`src/rtl/ram_pkg.sv`:
```
// Shared types and sizing helpers for the RAM request front-end.
package ram_pkg;

    localparam int unsigned RAM_DEPTH = 8;
    localparam int unsigned RAM_WIDTH = 8;

    // Address/pointer width; at least one bit so degenerate depths still elaborate
    function automatic int unsigned addr_w(input int unsigned depth);
        return (depth > 1) ? $clog2(depth) : 1;
    endfunction

    // Width of a counter that must hold the value depth itself
    function automatic int unsigned cnt_w(input int unsigned depth);
        return $clog2(depth + 1);
    endfunction

    localparam int unsigned RAM_AW = addr_w(RAM_DEPTH);

    typedef struct packed {
        logic                 write;
        logic [RAM_AW-1:0]    addr;
        logic [RAM_WIDTH-1:0] wdata;
    } ram_req_t;

endpackage

```
`src/rtl/ram_req_ctrl_if.sv`:
```
// Request and response valid/ready channels of the RAM front-end.
interface ram_req_ctrl_if #(
    parameter int unsigned AW    = 3,
    parameter int unsigned WIDTH = 8
);
    logic             req_valid;
    logic             req_ready;
    logic             req_write;
    logic [AW-1:0]    req_addr;
    logic [WIDTH-1:0] req_wdata;
    logic             rsp_valid;
    logic             rsp_ready;
    logic [WIDTH-1:0] rsp_rdata;

    modport master (
        output req_valid, req_write, req_addr, req_wdata, rsp_ready,
        input  req_ready, rsp_valid, rsp_rdata
    );

    modport slave (
        input  req_valid, req_write, req_addr, req_wdata, rsp_ready,
        output req_ready, rsp_valid, rsp_rdata
    );
endinterface

```
`src/rtl/ram_rsp_fifo.sv`:
```
// Synchronous response FIFO with occupancy output; pointers wrap modulo RSP_DEPTH.
module ram_rsp_fifo
    import ram_pkg::*;
#(
    parameter int unsigned WIDTH     = 8,
    parameter int unsigned RSP_DEPTH = 4,
    localparam int unsigned CW       = cnt_w(RSP_DEPTH)
) (
    input  logic             clk,
    input  logic             rst,
    input  logic             push,
    input  logic [WIDTH-1:0] push_data,
    input  logic             pop,
    output logic [WIDTH-1:0] pop_data,
    output logic [CW-1:0]    occ
);
    localparam int unsigned PW = addr_w(RSP_DEPTH);

    logic [WIDTH-1:0] mem [RSP_DEPTH];
    logic [PW-1:0]    wr_ptr;
    logic [PW-1:0]    rd_ptr;
    logic             pop_ok;

    function automatic logic [PW-1:0] ptr_inc(input logic [PW-1:0] p);
        return (p == PW'(RSP_DEPTH - 1)) ? '0 : p + PW'(1);
    endfunction

    assign pop_ok   = pop && (occ != '0);
    assign pop_data = mem[rd_ptr];

    // Storage is not reset; only pointers and count define what is valid
    always_ff @(posedge clk) begin
        if (push) begin
            mem[wr_ptr] <= push_data;
        end
    end

    always_ff @(posedge clk) begin
        if (rst) begin
            wr_ptr <= '0;
            rd_ptr <= '0;
            occ    <= '0;
        end else begin
            if (push) begin
                wr_ptr <= ptr_inc(wr_ptr);
            end
            if (pop_ok) begin
                rd_ptr <= ptr_inc(rd_ptr);
            end
            case ({push, pop_ok})
                2'b10:   occ <= occ + CW'(1);
                2'b01:   occ <= occ - CW'(1);
                default: occ <= occ;
            endcase
        end
    end

endmodule

```
`src/rtl/ram_req_ctrl.sv`:
```
// Request/response front-end for the single-port RAM: drives RAM pins from
// accepted requests and buffers read data under a credit scheme.
module ram_req_ctrl
    import ram_pkg::*;
#(
    parameter int unsigned DEPTH     = 8,
    parameter int unsigned WIDTH     = 8,
    parameter int unsigned RSP_DEPTH = 4,
    localparam int unsigned AW       = addr_w(DEPTH)
) (
    input  logic             clk,
    input  logic             rst,
    ram_req_ctrl_if.slave    bus,
    output logic             ram_w_en,
    output logic [AW-1:0]    ram_addr,
    output logic [WIDTH-1:0] ram_data_in,
    input  logic [WIDTH-1:0] ram_data_out,
    output logic             idle
);
    localparam int unsigned CW = cnt_w(RSP_DEPTH);

    logic          inflight;
    logic [CW-1:0] occ;
    logic [CW:0]   credits_used;
    logic          accept;
    logic          rd_accept;

    // A credit is held from read accept until its data leaves the FIFO,
    // so the push one edge later can never overflow.
    assign credits_used  = {1'b0, occ} + (CW + 1)'(inflight);
    assign bus.req_ready = !rst && (credits_used < (CW + 1)'(RSP_DEPTH));

    assign accept    = bus.req_valid && bus.req_ready;
    assign rd_accept = accept && !bus.req_write;

    assign ram_w_en    = accept && bus.req_write;
    assign ram_addr    = bus.req_addr;
    assign ram_data_in = bus.req_wdata;

    // RAM output is valid exactly one edge after the read address
    always_ff @(posedge clk) begin
        if (rst) begin
            inflight <= 1'b0;
        end else begin
            inflight <= rd_accept;
        end
    end

    ram_rsp_fifo #(
        .WIDTH     (WIDTH),
        .RSP_DEPTH (RSP_DEPTH)
    ) u_rsp_fifo (
        .clk       (clk),
        .rst       (rst),
        .push      (inflight),
        .push_data (ram_data_out),
        .pop       (bus.rsp_ready),
        .pop_data  (bus.rsp_rdata),
        .occ       (occ)
    );

    assign bus.rsp_valid = (occ != '0);
    assign idle          = (occ == '0) && !inflight;

endmodule
```
`src/flat_wrapper.sv`:
```
// flat-port wrapper written by rule: the top's interface ports become plain ports
module ram_req_ctrl_flat import ram_pkg::*;
#(
    parameter int unsigned DEPTH     = 8,
    parameter int unsigned WIDTH     = 8,
    parameter int unsigned RSP_DEPTH = 4,
    localparam int unsigned AW       = addr_w(DEPTH)
)
  (clk, rst, ram_w_en, ram_addr, ram_data_in, ram_data_out, idle, bus_req_valid, bus_req_write, bus_req_addr, bus_req_wdata, bus_rsp_ready, bus_req_ready, bus_rsp_valid, bus_rsp_rdata);
  ram_req_ctrl_if #(.WIDTH(WIDTH)) bus_i ();
  input  logic clk;
  input  logic rst;
  output logic ram_w_en;
  output logic [AW-1:0] ram_addr;
  output logic [WIDTH-1:0] ram_data_in;
  input  logic [WIDTH-1:0] ram_data_out;
  output logic idle;
  input wire logic [$bits(bus_i.req_valid)-1:0] bus_req_valid;
  input wire logic [$bits(bus_i.req_write)-1:0] bus_req_write;
  input wire logic [$bits(bus_i.req_addr)-1:0] bus_req_addr;
  input wire logic [$bits(bus_i.req_wdata)-1:0] bus_req_wdata;
  input wire logic [$bits(bus_i.rsp_ready)-1:0] bus_rsp_ready;
  output wire logic [$bits(bus_i.req_ready)-1:0] bus_req_ready;
  output wire logic [$bits(bus_i.rsp_valid)-1:0] bus_rsp_valid;
  output wire logic [$bits(bus_i.rsp_rdata)-1:0] bus_rsp_rdata;
  assign bus_i.req_valid = bus_req_valid;
  assign bus_i.req_write = bus_req_write;
  assign bus_i.req_addr = bus_req_addr;
  assign bus_i.req_wdata = bus_req_wdata;
  assign bus_i.rsp_ready = bus_rsp_ready;
  assign bus_req_ready = bus_i.req_ready;
  assign bus_rsp_valid = bus_i.rsp_valid;
  assign bus_rsp_rdata = bus_i.rsp_rdata;
  ram_req_ctrl #(.DEPTH(DEPTH), .WIDTH(WIDTH), .RSP_DEPTH(RSP_DEPTH)) u_core (.clk(clk), .rst(rst), .bus(bus_i), .ram_w_en(ram_w_en), .ram_addr(ram_addr), .ram_data_in(ram_data_in), .ram_data_out(ram_data_out), .idle(idle));
endmodule
```
`config.mk`:
```
export PLATFORM = sky130hd
export DESIGN_NAME = ram_req_ctrl_flat
export DESIGN_NICKNAME = d
export VERILOG_FILES = /design/src/rtl/ram_pkg.sv /design/src/rtl/ram_req_ctrl_if.sv /design/src/rtl/ram_rsp_fifo.sv /design/src/rtl/ram_req_ctrl.sv /design/src/flat_wrapper.sv
export SDC_FILE = /design/constraint.sdc
export NUM_CORES = 1
export LEC_CHECK = 0
export CAP_MARGIN = 20
export CELL_PAD_IN_SITES_DETAIL_PLACEMENT = 1
export CELL_PAD_IN_SITES_GLOBAL_PLACEMENT = 2
export CORE_MARGIN = 2
export CORE_UTILIZATION = 29
export DETAILED_ROUTE_END_ITERATION = 10
export PLACE_DENSITY = 0.73
export SKIP_CTS_REPAIR_TIMING = 1
export SYNTH_ARGS = -nofsm -noshare
export SYNTH_HDL_FRONTEND = slang
export SYNTH_SLANG_ARGS = --single-unit
export TNS_END_PERCENT = 30
```
`constraint.sdc`:
```
create_clock -name clk -period 1.7 [get_ports clk]
set_input_delay 0.34 -clock clk [delete_from_list [all_inputs] [get_ports clk]]
set_output_delay 0.34 -clock clk [all_outputs]
set_load 0.02 [all_outputs]
```
# Word level (Yosys, flattened, before mapping)
# Memory sizes are Yosys's and may differ from the RTL's. A register that Yosys moved wholly into a read port is not among the register bits.
# Index checks and enable logic that the tools add are counted.
[classes]
n_reduce_logical = 12
n_addsub = 5
n_lt_le_gt_ge = 1
n_mux = 7
eq_ne = 4
[ops]
columns = ["cell", "n"]
rows = [
  ["$mux W2", 4],
  ["$eq A2 B2 Y1 const B", 3],
  ["$logic_and A1 B1 Y1", 6],
  ["$pmux W3 S2", 1],
  ["$add A2 B1 Y2 const B", 2],
  ["$add A3 B1 Y4", 1],
  ["$lt A4 B3 Y1 const B", 1],
  ["$add A3 B1 Y3 const B", 1],
  ["$logic_not A1 Y1", 3],
  ["$logic_not A3 Y1", 1],
  ["$reduce_bool A3 Y1", 1],
  ["$sub A3 B1 Y3 const B", 1],
  ["$eq A2 B1 Y1 const B", 1],
  ["$mux W1", 2],
  ["$reduce_bool A2 Y1", 1],
]
[word_totals]
ramBits = 32
input_bits = 24
ff_bits = 8
memories = 1
[memory_table]
columns = ["name", "words", "width", "read_ports", "rd_ports_with_merged_regs", "wr", "line", "rtl"]
rows = [
  ["u_core.u_rsp_fifo.mem", 4, 8, 1, 1, 1, "ram_rsp_fifo.sv:19", "logic [WIDTH-1:0] mem [RSP_DEPTH];"],
]

# Logic depth before layout (Yosys ltp)
# Gate-level depths: netlist of run 1.
[depth]
depth_word = 5
ltp_mapped = 8

# By module
# From an unflattened synthesis of run 1, not the netlist that was laid out.
[unflattened]
hier_cells = 106
area_unflattened_um2 = 1764.2
[modules_own_cells]
columns = ["mod", "area_each_um2", "instances", "cells_each"]
rows = [
  ["ram_rsp_fifo", 1616.6, 1, 89],
  ["ram_req_ctrl", 147.6, 1, 17],
]

# Worst setup path before layout of run 1
# OpenSTA, ideal clock, no wires.
[synth_path]
kind = "register -> register"
startpoint = "reg u_core.u_rsp_fifo.occ[0]"
endpoint = "reg u_core.u_rsp_fifo.occ[2]"
stages_incl_launch_ff = 9
period_less_slack_ns = 1.780
slack_ns = -0.080
n_path_buf = 0
t_arrival_ns = 1.709
path_cell_list = "dfxtp_1 -> o31ai_2 -> inv_1 -> ha_1 -> inv_1 -> fa_1 -> xor2_1 -> or3_1 -> a21oi_1"
[synth_between]
elab_chain_cells = 4
elab_cells_between_ends = 8
[synth_lines]
columns = ["element", "line", "rtl"]
rows = [
  ["start, declared", "ram_rsp_fifo.sv:15", "output logic [CW-1:0] occ"],
  ["start signal, assigned", "ram_rsp_fifo.sv:51", "2'b10: occ <= occ + CW'(1);"],
  ["start signal, assigned", "ram_rsp_fifo.sv:52", "2'b01: occ <= occ - CW'(1);"],
  ["parallel branches: the longest is 4 deep, another holds $sub A3 B1 Y3", "--", ""],
]
# Several ways; the timed one is not identified.
# A chain may end at the register's enable or synchronous reset.

# Final worst setup path of run 1
# Same ends and word-level chain as after synthesis.

==> results of run 1 <==
-- kinds of logic (layout without fill, tap and decap cells) --
logic type | count (synthesis) | after routing
AOI/OAI and AO/OA | 7 | 7
xor gates and xnor gates | 2 | 2
adders and majority gates | 7 | 7
buffers and inverters | 22 | 52
DFF | 42 | 42
muxes | 10 | 10
and+or+nand+nor | 19 | 19
-- state kept, by name, indices dropped and copies added, names as in the netlist, named ones only --
signal,flops
u_core.inflight,1
u_core.u_rsp_fifo.mem,32
u_core.u_rsp_fifo.occ,3
u_core.u_rsp_fifo.rd_ptr,2
u_core.u_rsp_fifo.wr_ptr,2
-- metrics by stage --
stage	util [%]	std cells	total power [W]	hold slack, ns
global placement	36.20	206	0.002055	0.4762
global route	38.18	214	0.003124	0.5381
finish	38.18	214	0.002973	0.4974
detailed placement	36.20	206	0.002096	0.4988
floorplan	-	109	0.001703	0.4115
CTS	38.54	214	0.003037	0.5102
-- area by class of cell --
class,instances,area share (%)
Clock buffer,5,3.062
Inverter,7,1.169
Multi-Input combinational cell,45,21.55
Clock inverter,3,3.062
Tap cell,75,4.176
Timing Repair Buffer,37,14.87
Sequential cell,42,52.12
-- synth_stat cells (all sizes together) --
cell / count
a21oi: 4
a311oi: 1
and2: 4
and3: 1
buf: 13
clkbuf: 2
dfxtp: 10
edfxtp: 32
fa: 1
ha: 6
inv: 7
mux2i: 2
mux4: 8
nand2: 2
nor2: 8
nor3b: 1
o21ai: 1
o31ai: 1
or3: 3
xor2: 2
-- worst max path at each step --
| stage | depth (start not counted) | start | to |
|---|---|---|---|
| final | 9 | u_core.u_rsp_fifo.occ[0]$_SDFFE_PP0P_ | u_core.u_rsp_fifo.occ[2]$_SDFFE_PP0P_ |
| after global routing | 9 | u_core.u_rsp_fifo.occ[0]$_SDFFE_PP0P_ | u_core.u_rsp_fifo.occ[2]$_SDFFE_PP0P_ |
| after CTS | 3 | flop | bus_rsp_rdata[6] |
| after detailed placement | 9 | bus_rsp_ready | u_core.u_rsp_fifo.occ[2]$_SDFFE_PP0P_ |
| after global placement | 9 | bus_rsp_ready | u_core.u_rsp_fifo.occ[2]$_SDFFE_PP0P_ |
| after floorplan | 8 | u_core.u_rsp_fifo.occ[0]$_SDFFE_PP0P_ | u_core.u_rsp_fifo.occ[2]$_SDFFE_PP0P_ |
-- cells in the final DEF (no fill, tap or decap), types with 3 or more instances in the layout --
| cell type | netlist | routed |
|---|---|---|
| edfxtp_1 | 32 | 32 |
| buf_4 | 11 | 12 |
| clkdlybuf4s50_1 | 0 | 11 |
| mux4_2 | 8 | 8 |
| nor2_1 | 8 | 7 |
| inv_1 | 7 | 6 |
| dfxtp_1 | 10 | 6 |
| ha_1 | 6 | 5 |
| clkbuf_8 | 0 | 5 |
| buf_2 | 2 | 5 |
| and2_1 | 4 | 4 |
| or3_1 | 3 | 3 |
| buf_6 | 0 | 3 |
-- report_power, final --
part / total, W / leakage, nW / switching, W / internal, W
combinational: 0.000817 / 0.380 / 0.000376 / 0.000441
sequential: 0.00122 / 0.373 / 0.0000524 / 0.00117
clock: 0.000937 / 0.0683 / 0.000348 / 0.000588
-- worst register-to-register path: cells and delay by family, from the launching register on --
kind	cells	cell delay, ns
AO/OA/AOI/OAI	2	0.19
XOR/XNOR	1	0.15
adder cells (fa/ha/maj)	2	0.51
buffers and inverters	3	0.21
flip-flops	1	0.37
AND/OR/NAND/NOR	1	0.33
-- per-layer routing --
metal	GRT usage (%)	vias up	part of all wire [%]
li1	-	441	-
met1	10.52	455	40
met5	0	-	0
met3	3.736	7	7.0
met2	18.37	32	51
met4	5.167	0	2.0
==> reports/qor.yml, run 1 <==
clocking:
  cts_tree: "built"
  path_clk_slew_ns: 0.08
  ctsHtreeMaxLevel: 2
  cts-root-buf: "clkbuf_8"
  numCtsBuffers: 5
  clock_latency_ns: 0.29
  clkSinkCount: 42
  cts_buffer_depth: 2
setup_path:
  r2r_slack_ns: -0.12
  r2r_start: "u_core.u_rsp_fifo.occ[0]$_SDFFE_PP0P_"
  cp_num_buf_inv: 3
  reg2reg_depth: 9
  cp_slowest_cell: "dfxtp_4"
  cpPeakStageDelay_ns: 0.37
  cp.required_ns: 1.93
  path_class: "flop to flop"
  path_cells: "buf_12, o31ai_4, inv_1, ha_2, inv_2, fa_2, xor2_1, or3_1, a21oi_2"
  crit_path_end_kind: "flop"
  worstReg2RegEnd: "u_core.u_rsp_fifo.occ[2]$_SDFFE_PP0P_"
  crit_fanout: 3
  crit_arrival_ns: 2.05
  setup.worst_path.start_class: "flop"
  crit_family: "adder cells"
timing:
  timing.final.ws_setup_ns: -0.1200
  max_clock_freq_ghz: 0.5495
  fin_crit_sh_pct: 107.1
  finalSetupTns_ns: -0.7529
  fin_crit_ns: 1.820
  setup_viol: 11
  skew_ns: 0.002928
  hold_viol_final: 0
  slew_headroom_pct: 70.88
  worstMarginPinSlew_ns: 0.4368
  finalMaxSlewViolations: 0
  rsz0062_at_grt: "true"
route:
  ant_nets: 0
  wl_mm: 3.151
  drc: 0
  wl_per_cell_um: 14.72
  drtIter0Drc: 20
  drt-pass1-iter-count: 4
  vias_per_cell: 4.369
  vias: 935
status:
  violations: "negative setup slack"
  status: "finished with violations"
logic_synthesis:
  synth-xor-area-share_pct: 1.000
  synth_top_cell_by_area: "edfxtp_1"
  synthSimpleGateAreaFrac_pct: 5.429
  synth_area_per_cell_um2: 16.07
  synth_compound_area_share_pct: 3.214
  yosysUniqueCellTypes: 22
  synthTopCellsByArea: "edfxtp_1 55%, dfxtp_1 11%, mux4_2 10%"
  synth_fa_ha_area_share_pct: 5.429
  syn_area_um2: 1752
  synth_top_area_share_pct: 54.86
  synth_mux_area_share_pct: 11.43
  ys_seq_elements: 42
  synth_nets: 140
  syn_inst: 109
  synth_top_family_by_area: "multiplexers"
  synth_warnings: 0
  ys_seq_area_share_pct: 66.29
pwr:
  max-vdd-ir-drop_mv: 0.5671
  p_leak_nw: 0.8212
  powerDensity_nw_per_um2: 1323
place:
  portBuffers: 24
  place.gp.congestion: 0.7039
  hpwlAfterDp_mm: 2.350
  placed_area_um2: 2131
  dp_slack_ns: -0.5723
floorplanning:
  coreArea_um2: 5886
  io_pins: 47
  die_w_um: 81.72
  rows: 28
  die_h_um: 81.72
  start_util_pct: 29.76
  die_area_um2: 6678
global_routing:
  grt_max_degree: 15
  grtUsageTotal_pct: 10.29
  antenna_found_initial: 0
  grt-ovfl-total: 0
  grt_pass1_wl_mm: 4.954
  first_global_vias: 1053
hold_path:
  whs_path_depth: 2
  min-delay-start: "u_core.u_rsp_fifo.rd_ptr[0]$_SDFFE_PP0N_"
  hold_path.class: "flop to flop"
cells_and_area:
  n_antenna_cell: 0
  synthToLayoutAreaGrowth_pct: 28.29
  regArea_um2: 1171
  drive_gt1_share_pct: 37.41
  fin_area_um2: 2247
  fill_cells: 610
  finalNetCount: 169
  multi_input_area_um2: 484.2
job:
  drv_cap: 0
No activity file was read; power rests on OpenSTA's default activity.
==> run 2: changes to the inputs <==
Settings changed: CORE_ASPECT_RATIO set to 1.25.
==> reports/qor.yml, run 2 (synthesized netlist as in run 1, its figures left out) <==
route:
  drt-pass1-iter-count: 4  # unchanged
  vias_per_cell: 4.627  # +5.9%
  wl_per_cell_um: 16.32  # +11%
  vias: 944  # +0.96%
  drtIter0Drc: 66  # +230%
  drc: 0  # unchanged
  wl_mm: 3.330  # +5.7%
  ant_nets: 0  # unchanged
global_routing:
  grt_max_degree: 14  # -1
  busiest_layer: "met2"
  grt_use_met1_pct: 11.15  # +0.63 points
  grt_pass1_wl_mm: 5.382  # +8.6%
  antenna_found_initial: 0  # unchanged
  use_met2_pct: 20.01  # +1.6 points
  grt_use_met3_pct: 4.018  # +0.28 points
  grt-ovfl-total: 0  # unchanged
  grtUsageTotal_pct: 10.91  # +0.62 points
  first_global_vias: 1078  # +2.4%
timing:
  timing.final.ws_setup_ns: -0.1535  # -0.03350 ns
  hold_viol_final: 0  # unchanged
  finalMaxSlewViolations: 0  # unchanged
  fin_crit_sh_pct: 109.0  # +2.0 points
  setup_viol: 11  # unchanged
  rsz0062_at_grt: "true"
  skew_ns: 0.009485  # +0.006557 ns
  worstMarginPinSlew_ns: 0.4771  # +0.04033 ns
  fin_crit_ns: 1.853  # +0.03350 ns
  finalSetupTns_ns: -0.7971  # -0.04417 ns
  max_clock_freq_ghz: 0.5395  # -1.8%
  slew_headroom_pct: 68.19  # -2.7 points
setup_path:
  setup.worst_path.start_class: "flop"
  crit_path_frequent_cell: "inv_1"
  crit_fanout: 3  # unchanged
  path_class: "flop to flop"
  cpPeakStageDelay_ns: 0.38  # about the same
  crit_arrival_ns: 2.08  # +0.03 ns
  path_cells: "buf_12, o31ai_4, inv_1, ha_2, inv_1, fa_2, xor2_1, or3_1, a21oi_2"
  cp.required_ns: 1.92  # about the same
  crit_path_end_kind: "flop"
  cp_slowest_cell: "dfxtp_4"
floorplanning:
  io_pins: 47  # unchanged
  rows: 31  # +11%
  die_w_um: 73.52  # -10%
  die_h_um: 90.90  # +11%
  die_area_um2: 6682  # about the same
  coreArea_um2: 5818  # -1.1%
  start_util_pct: 30.11  # +0.35 points
clocking:
  cts-root-buf: "clkbuf_8"
  cts_tree: "built"
  cts_buffer_depth: 2  # unchanged
  clock_latency_ns: 0.29  # about the same
  clkSinkCount: 42  # unchanged
  path_clk_slew_ns: 0.07  # about the same
  ctsHtreeMaxLevel: 2  # unchanged
  numCtsBuffers: 5  # unchanged
pwr:
  max-vdd-ir-drop_mv: 0.6365  # +12%
  powerDensity_nw_per_um2: 1267  # -4.2%
  p_leak_nw: 0.8108  # -1.3%
cells_and_area:
  final_util_pct: 38.13  # -0.051 points
  max_flop_register: "u_core.u_rsp_fifo.mem"
  regArea_um2: 1171  # unchanged
  largest_registers: "u_core.u_rsp_fifo.mem x32, u_core.u_rsp_fifo.occ x3"
  finalNetCount: 168  # -0.59%
  layout_commonest_cell: "edfxtp_1"
  stdcell_count: 204  # -4.7%
  fin_area_um2: 2218  # -1.3%
  synthToLayoutAreaGrowth_pct: 26.64
  n_antenna_cell: 0  # unchanged
  largest_reg_flops: 32  # unchanged
  fill_cells: 593  # -2.8%
  final_cell_mix: "32 x edfxtp_1, 11 x clkdlybuf4s50_1, 10 x buf_4"
  drive_gt1_share_pct: 36.23  # -1.2 points
  multi_input_area_um2: 484.2  # unchanged
hold_path:
  hold_path.class: "flop to flop"
status:
  violations: "negative setup slack"
  status: "finished with violations"
job:
  drv_cap: 0  # unchanged
place:
  portBuffers: 24  # unchanged
  hpwlAfterDp_mm: 2.430  # +3.4%
  placed_area_um2: 2125  # -0.29%
  dp_cells: 196  # -4.9%
  place.gp.congestion: 0.6752  # -4.1%
-- run 2: cell count changes in the layout (fill, tap and decap cells not counted) --
| cell | change |
|---|---|
| buf_2 | -2 |
| buf_4 | -2 |
| clkinv_2 | +2 |
| buf_12 | +1 |
| buf_6 | +1 |
| bufinv_16 | -1 |
| clkbuf_2 | +1 |
| clkinv_4 | -1 |
| inv_1 | +1 |
| inv_2 | -1 |
-- run 2: worst max-delay path, delay by kind of cell, from the launching register on --
family                   cells  cell delay [ns]
adder cells (fa/ha/maj)      2             0.49
AO/OA/AOI/OAI                2             0.19
AND/OR/NAND/NOR              1             0.34
XOR/XNOR                     1             0.16
buffers and inverters        3             0.23
flip-flops                   1             0.38
-- run 2: final cells by class --
type,instances,area share (%)
clock inverter,3,1.805
tap,66,3.723
inverter,7,1.184
multi-input combinational,45,21.83
clock buffer,5,3.102
timing repair buffer,36,15.57
sequential,42,52.79
-- run 2: per-layer routing --
metal	vias up	wire [µm]	share of wire [%]
met3	5	179	5.4
met4	0	28	0.84
li1	437	-	-
met1	466	1264	38
met5	-	0	0
met2	36	1858	56
-- run 2: stage by stage --
stage          total power, W  setup slack [ns]  hold WS (ns)
3_3_place_gp         0.002064           -0.4526        0.4780
6_report             0.002811           -0.1535        0.4967
2_1_floorplan        0.001703           0.02575        0.4115
4_1_cts              0.002878           -0.5409        0.5139
5_1_grt              0.002975           -0.2541        0.5332
3_5_place_dp         0.002103           -0.5467        0.5039
-- run 2: path summary, 6_finish.rpt --
path | startpoint | to | slack, ns | depth (start not counted)
worst min-delay path | u_core.u_rsp_fifo.rd_ptr[0]$_SDFFE_PP0N_ | flop | 0.50 | 2
worst max-delay path | u_core.u_rsp_fifo.occ[0]$_SDFFE_PP0P_ | u_core.u_rsp_fifo.occ[2]$_SDFFE_PP0P_ | -0.15 | 9
worst max register to register | u_core.u_rsp_fifo.occ[0]$_SDFFE_PP0P_ | u_core.u_rsp_fifo.occ[2]$_SDFFE_PP0P_ | -0.15 | 9
worst min register to register | u_core.u_rsp_fifo.rd_ptr[0]$_SDFFE_PP0N_ | flop | 0.50 | 2
-- run 2: power breakdown --
| part | switching (W) | leakage (nW) | total, W | internal, W |
|---|---|---|---|---|
| clock | 0.000330 | 0.0579 | 0.000762 | 0.000432 |
| sequential | 0.0000552 | 0.373 | 0.00122 | 0.00117 |
| combinational | 0.000377 | 0.380 | 0.000826 | 0.000449 |
| total | 0.000762 | 0.811 | 0.00281 | 0.00205 |
==> run 3: changes to the inputs <==
--- a/constraint.sdc
+++ b/constraint.sdc
@@ -3,2 +3,2 @@
 set_output_delay 0.34 -clock clk [all_outputs]
-set_load 0.02 [all_outputs]
+set_load 0.05 [all_outputs]
==> reports/qor.yml, run 3 (synthesized netlist as in run 1, its figures left out) <==
clocking:
  cts_tree: "built"
  numCtsBuffers: 5  # unchanged
  cts-root-buf: "clkbuf_8"
  cts_buffer_depth: 2  # unchanged
  clock_latency_ns: 0.29  # about the same
  clkSinkCount: 42  # unchanged
  ctsHtreeMaxLevel: 2  # unchanged
  path_clk_slew_ns: 0.08  # about the same
timing:
  fin_crit_sh_pct: 105.8  # -3.2 points
  hold_viol_final: 0  # unchanged
  finalSetupTns_ns: -0.8864  # -0.08930 ns
  fin_crit_ns: 1.799  # -0.05434 ns
  hold_slack_ns: 0.5059  # +0.009155 ns
  timing.final.ws_setup_ns: -0.09913  # +0.05434 ns
  slew_headroom_pct: 69.65  # +1.5 points
  max_clock_freq_ghz: 0.5558  # +3.0%
  rsz0062_at_grt: "true"
  skew_ns: 0.006851  # -0.002634 ns
  setup_viol: 12  # +1
  finalMaxSlewViolations: 0  # unchanged
  worstMarginPinSlew_ns: 0.4553  # -0.02181 ns
setup_path:
  r2r_start: "u_core.u_rsp_fifo.occ[2]$_SDFFE_PP0P_"
  path_class: "flop to output pin"
  cpPeakStageDelay_ns: 0.52  # +0.14 ns
  setup.worst_path.start_class: "flop"
  path_cells: "buf_12, mux4_2, buf_6"
  crit_fanout: 8  # +5
  cp_num_buf_inv: 2  # -1
  crit_path_end_kind: "output pin"
  cp_slowest_cell: "mux4_2"
  r2r_slack_ns: -0.08  # +0.07 ns
  crit_family: "multiplexers"
  worstReg2RegEnd: "u_core.u_rsp_fifo.occ[2]$_SDFFE_PP0P_"
  reg2reg_depth: 8  # -1
  crit_arrival_ns: 1.46  # -0.62 ns
  cp.required_ns: 1.36  # -0.56 ns
cells_and_area:
  fin_area_um2: 2322  # +4.7%
  fill_cells: 581  # -2.0%
  finalNetCount: 168  # unchanged
  synthToLayoutAreaGrowth_pct: 32.57
  n_antenna_cell: 0  # unchanged
  final_cell_mix: "32 x edfxtp_1, 11 x clkdlybuf4s50_1, 11 x buf_6"
  max_flop_register: "u_core.u_rsp_fifo.mem"
  layout_commonest_cell: "edfxtp_1"
  largest_reg_flops: 32  # unchanged
  drive_gt1_share_pct: 39.13  # +2.9 points
  largest_registers: "u_core.u_rsp_fifo.mem x32, u_core.u_rsp_fifo.occ x3"
floorplanning:
  coreArea_um2: 5818  # unchanged
  die_area_um2: 6682  # unchanged
  rows: 31  # unchanged
  io_pins: 47  # unchanged
  die_h_um: 90.90  # unchanged
  die_w_um: 73.52  # unchanged
  start_util_pct: 30.11  # unchanged
status:
  status: "finished with violations"
  violations: "negative setup slack"
place:
  dp_slack_ns: -0.5486  # -0.001952 ns
  portBuffers: 24  # unchanged
  hpwlAfterDp_mm: 2.251  # -7.3%
  placed_area_um2: 2088  # -1.7%
  place.gp.congestion: 0.6624  # -1.9%
hold_path:
  min-delay-start: "u_core.u_rsp_fifo.rd_ptr[0]$_SDFFE_PP0N_"
  whs_path_depth: 2  # unchanged
  hold_path.class: "flop to flop"
global_routing:
  grt-ovfl-total: 0  # unchanged
  first_global_vias: 1060  # -1.7%
  grtUsageTotal_pct: 10.00  # -0.91 points
  antenna_found_initial: 0  # unchanged
  grt_max_degree: 15  # +1
  grt_pass1_wl_mm: 5.064  # -5.9%
job:
  drv_cap: 0  # unchanged
route:
  drt-pass1-iter-count: 4  # unchanged
  wl_per_cell_um: 15.45  # -5.4%
  vias: 947  # +0.32%
  wl_mm: 3.151  # -5.4%
  drc: 0  # unchanged
  drtIter0Drc: 47  # -29%
  vias_per_cell: 4.642  # +0.32%
  ant_nets: 0  # unchanged
pwr:
  powerDensity_nw_per_um2: 1418  # +12%
  max-vdd-ir-drop_mv: 0.9546  # +50%
  p_leak_nw: 0.8294  # +2.3%
## run 3: changes by cell type in the layout (fill, tap and decap cells not counted), sizes merged
cell	before	now
bufinv	1	2
clkinv	2	1
dlymetal6s2s	2	1
buf	20	24
clkbuf	8	5
## run 3: through the flow
stage	std cells	total power (W)	utilization [%]
after floorplan	109	0.001919	-
after global placement	194	0.002214	35.89
after detailed placement	194	0.002257	35.89
after CTS	202	0.003199	38.26
after global routing	204	0.003438	39.91
final	204	0.003293	39.91
## run 3: final cells by class
type	count	area, µm²	area share (%)
inverter	7	26.28	1.131
multi-input combinational	45	514.2	22.14
clock inverter	3	68.82	2.963
timing repair buffer	36	394.1	16.97
clock buffer	5	68.82	2.963
tap	66	82.58	3.556
sequential	42	1167	50.27
## run 3: how the worst max path moves through the flow
stage,startpoint,endpoint,slack (ns),depth (start not counted)
after detailed placement,bus_rsp_ready,u_core.u_rsp_fifo.occ[2]$_SDFFE_PP0P_,-0.55,9
after global placement,bus_rsp_ready,u_core.u_rsp_fifo.occ[2]$_SDFFE_PP0P_,-0.43,9
after CTS,bus_rsp_ready,u_core.u_rsp_fifo.occ[2]$_SDFFE_PP0P_,-0.25,9
final,flop,bus_rsp_rdata[2],-0.1,3
after global routing,u_core.u_rsp_fifo.occ[2]$_SDFFE_PP0P_,u_core.u_rsp_fifo.occ[2]$_SDFFE_PP0P_,-0.16,8
after floorplan,rst,ram_w_en,-0.17,3
## run 3: tightest hold or removal path: stages, from the launching register on
cell and delay (ns):
dfxtp_1 0.33, nand2_1 0.08, a21oi_2 0.06
## run 3: metal layers
layer  wire length [µm]  GRT usage [%]  vias to the layer above
met5                  0              0                        -
met2               1710          17.78                       36
met1               1225          11.13                      467
li1                   -              -                      440
met4                 32          2.273                        0
met3                182          3.571                        4
## run 3: report_power, final
part / total [W] / internal (W) / switching (W)
clock network: 0.000928 / 0.000588 / 0.000340
registers: 0.00121 / 0.00116 / 0.0000458
logic: 0.00116 / 0.000550 / 0.000607
==> edit: new RTL, flow settings as in run 1 <==
`RSP_DEPTH` is set to 4 in 3 places; all go to 8.
--- a/src/rtl/ram_rsp_fifo.sv
+++ b/src/rtl/ram_rsp_fifo.sv
@@ -4,5 +4,5 @@
 #(
     parameter int unsigned WIDTH     = 8,
-    parameter int unsigned RSP_DEPTH = 4,
+    parameter int unsigned RSP_DEPTH = 8,
     localparam int unsigned CW       = cnt_w(RSP_DEPTH)
 ) (
--- a/src/rtl/ram_req_ctrl.sv
+++ b/src/rtl/ram_req_ctrl.sv
@@ -6,5 +6,5 @@
     parameter int unsigned DEPTH     = 8,
     parameter int unsigned WIDTH     = 8,
-    parameter int unsigned RSP_DEPTH = 4,
+    parameter int unsigned RSP_DEPTH = 8,
     localparam int unsigned AW       = addr_w(DEPTH)
 ) (
--- a/src/flat_wrapper.sv
+++ b/src/flat_wrapper.sv
@@ -4,5 +4,5 @@
     parameter int unsigned DEPTH     = 8,
     parameter int unsigned WIDTH     = 8,
-    parameter int unsigned RSP_DEPTH = 4,
+    parameter int unsigned RSP_DEPTH = 8,
     localparam int unsigned AW       = addr_w(DEPTH)
 )
Check against the original RTL: not equivalent (Yosys sat finds a counterexample within 10 cycles, from zero or initial values and one cycle with rst high).
==> edit against run 1 <==
Synthesized area rose by 87%; sequential power rose by 80%; count of clock-buffer cells in the layout increased by 4; cell area is 83% higher; total power grew 87%; largest cell class unchanged; the flow still finishes with violations (setup timing); core utilization is 0.48 points lower; cell count grew 77%; sequential cell count is 36 higher; wire length grew 100%; worst setup slack got worse by 0.40 ns.
==> edit: results (changes against run 1) <==
Synth
  – Yosys warning count: 0 (unchanged)
  – Seq/Total Area, Yosys: 67.3% (+0.97 points)
  – Mapped Cells: 188 (+72%)
  – Top cells by count, synth: 64 x edfxtp_1, 15 x mux4_1, 15 x nor2_1
  – Dominant cells by area after synthesis: edfxtp_1 59%, mux4_1 12%, dfxtp_1 8.6%, mux2_2 3.1%, ha_1 2.7%
  – Synth cell types: 33 (+50%)
  – EDFF count, synth: 64 (+100%)
  – Syn_nets: 219 (+56%)

Power and ir drop
  – Pleak: 1.43 nW (+74%)
  – Peak VDD IR: 0.597 mV (+5.3%)

Route
  – Drt wl/cell: 16.9 um (+15%)
  – Drt pass-1 iters: 4 (unchanged)
  – DR iter-0 viols: 68 (+240%)
  – Vias/cell: 4.64 (+6.2%)
  – Drt total wl: 6420 um (+100%)

Global routing
  – First-pass GRT wire length: 9540 um (+92%)
  – Largest net degree at the start of global routing: 17 (+2)
  – Vias in the first global route: 1849 (+76%)
  – Global-route usage over all layers: 10.9% (+0.63 points)
  – Initial antenna violation count: 0 (unchanged)

Finish
  – Biggest regs: u_core.u_rsp_fifo.mem x64, u_core.u_rsp_fifo.occ x4
  – # nets final: 265 (+57%)
  – Fraction of layout cells with a size suffix above 1: 37.2% (-0.17 points)

Clock network
  – Clock-pin transition on the worst setup and hold timing paths: 0.06 ns (-0.02 ns)
  – CTS Buffer Depth: 2 (unchanged)
  – Clock Latency Late Sink: 0.33 ns (+0.04 ns)
  – H-Tree Depth: 3 (+1)
  – CTS Buf Count: 9 (+4)
  – Clk Tree Root Cell: clkbuf_16

Placed design
  – DPL Wire Length: 3930 um (+67%)
  – Cell Area, Placed: 3810 um2 (+79%)
  – IO Port Bufs: 24 (unchanged)
  – Placed Cells: 359 (+74%)
  – Gpl congestion: 0.682 (-3.1%)
  – Setup Slack @ Placement: -0.572 ns (+0.000659 ns)

Outcome
  – Failing checks: setup timing
  – Status: finished with violations

Timing
  – Slew headroom: 79.0% (+8.2 points)
  – Setup ws final: -0.516 ns (-0.396 ns)
  – Final setup vio count: 16 (+5)
  – Fin Setup TNS: -5.52 ns (-4.77 ns)
  – Clk_skew: 0.00596 ns (+0.00304 ns)

Setup path
  – Worst reg2reg endpoint: u_core.u_rsp_fifo.occ[2]
  – Critical path arrival: 1.88 ns (-0.17 ns)
  – Critical path fanouts, max: 8 (+5)
  – Reg2reg start: u_core.u_rsp_fifo.occ[3]
  – Register-to-register path setup slack: -0.50 ns (-0.38 ns)
  – FF-to-FF path depth: 10 (+1)

Worst hold path
  – HP Start: u_core.u_rsp_fifo.rd_ptr[1]
==> edit: cell types whose count changed after synthesis, moves of 4 or more <==
cell,change
mux2_2,+9
edfxtp_1,+32
a21oi_1,+5
mux4_1,+15
dfxtp_1,+4
inv_1,-5
mux4_2,-7
nor2_1,+7
nand2_1,+5
==> edit: cell families (layout without fill, tap and decap cells) <==
family          Yosys count  after routing  synth area share, %
flops                    78             78                 67.3
simple gates             41             41                 6.53
mux                      27             27                 16.4
buf+inv                  21             72                 4.51
compound gates           11             11                 1.80
fa+ha+maj                 7              7                 2.67
xor+xnor                  3              3                0.803
==> edit: layer usage <==
layer / routed length, um / GRT usage, %
met1: 2780 / 12.8
met2: 3210 / 19.1
met3: 360 / 3.35
met4: 73 / 3.48
met5: 0 / 0
==> edit: final cells by class <==
cell class | instances | area, um2
flip-flops and latches | 78 | 2210
inverters | 2 | 7.51
clock buffers | 9 | 225
repair buffers | 54 | 502
clock inverters | 7 | 80.1
multi-input cells | 89 | 926
fillers | 1128 | 6810
well taps | 140 | 175
==> edit: worst max-delay path, stage by stage, from the launching register on <==
cell,delay [ns]
dfxtp_4,0.38
clkbuf_16,0.17
buf_4,0.11
mux4_2,0.47
mux2_2,0.28
buf_6,0.13
==> edit: metrics by stage <==
| stage | util, % | hold slack (ns) | power [W] |
|---|---|---|---|
| global route | 37.7 | 0.518 | 0.00581 |
| finish | 37.7 | 0.488 | 0.00555 |
| CTS | 37.6 | 0.492 | 0.00549 |
| floorplan | - | 0.412 | 0.00311 |
| global placement | 34.8 | 0.478 | 0.00352 |
| detailed placement | 34.8 | 0.481 | 0.00354 |
==> edit: power by group <==
group | switching (W) | internal (W)
clock | 0.000783 | 0.00115
combinational | 0.000635 | 0.000787
sequential | 0.0000522 | 0.00214
total | 0.00147 | 0.00408
==> edit: how the worst max path moves through the flow <==
| stage | startpoint | to | slack, ns | depth (start not counted) |
|---|---|---|---|---|
| after floorplan | u_core.u_rsp_fifo.occ[1] | u_core.u_rsp_fifo.occ[2] | -0.63 | 12 |
| after global placement | flop | bus_rsp_rdata[6] | -0.55 | 4 |
| after detailed placement | flop | bus_rsp_rdata[7] | -0.57 | 4 |
| after CTS | flop | bus_rsp_rdata[7] | -0.93 | 4 |
| after global routing | u_core.u_rsp_fifo.occ[3] | u_core.u_rsp_fifo.occ[2] | -0.60 | 10 |
| final | flop | bus_rsp_rdata[3] | -0.52 | 5 |
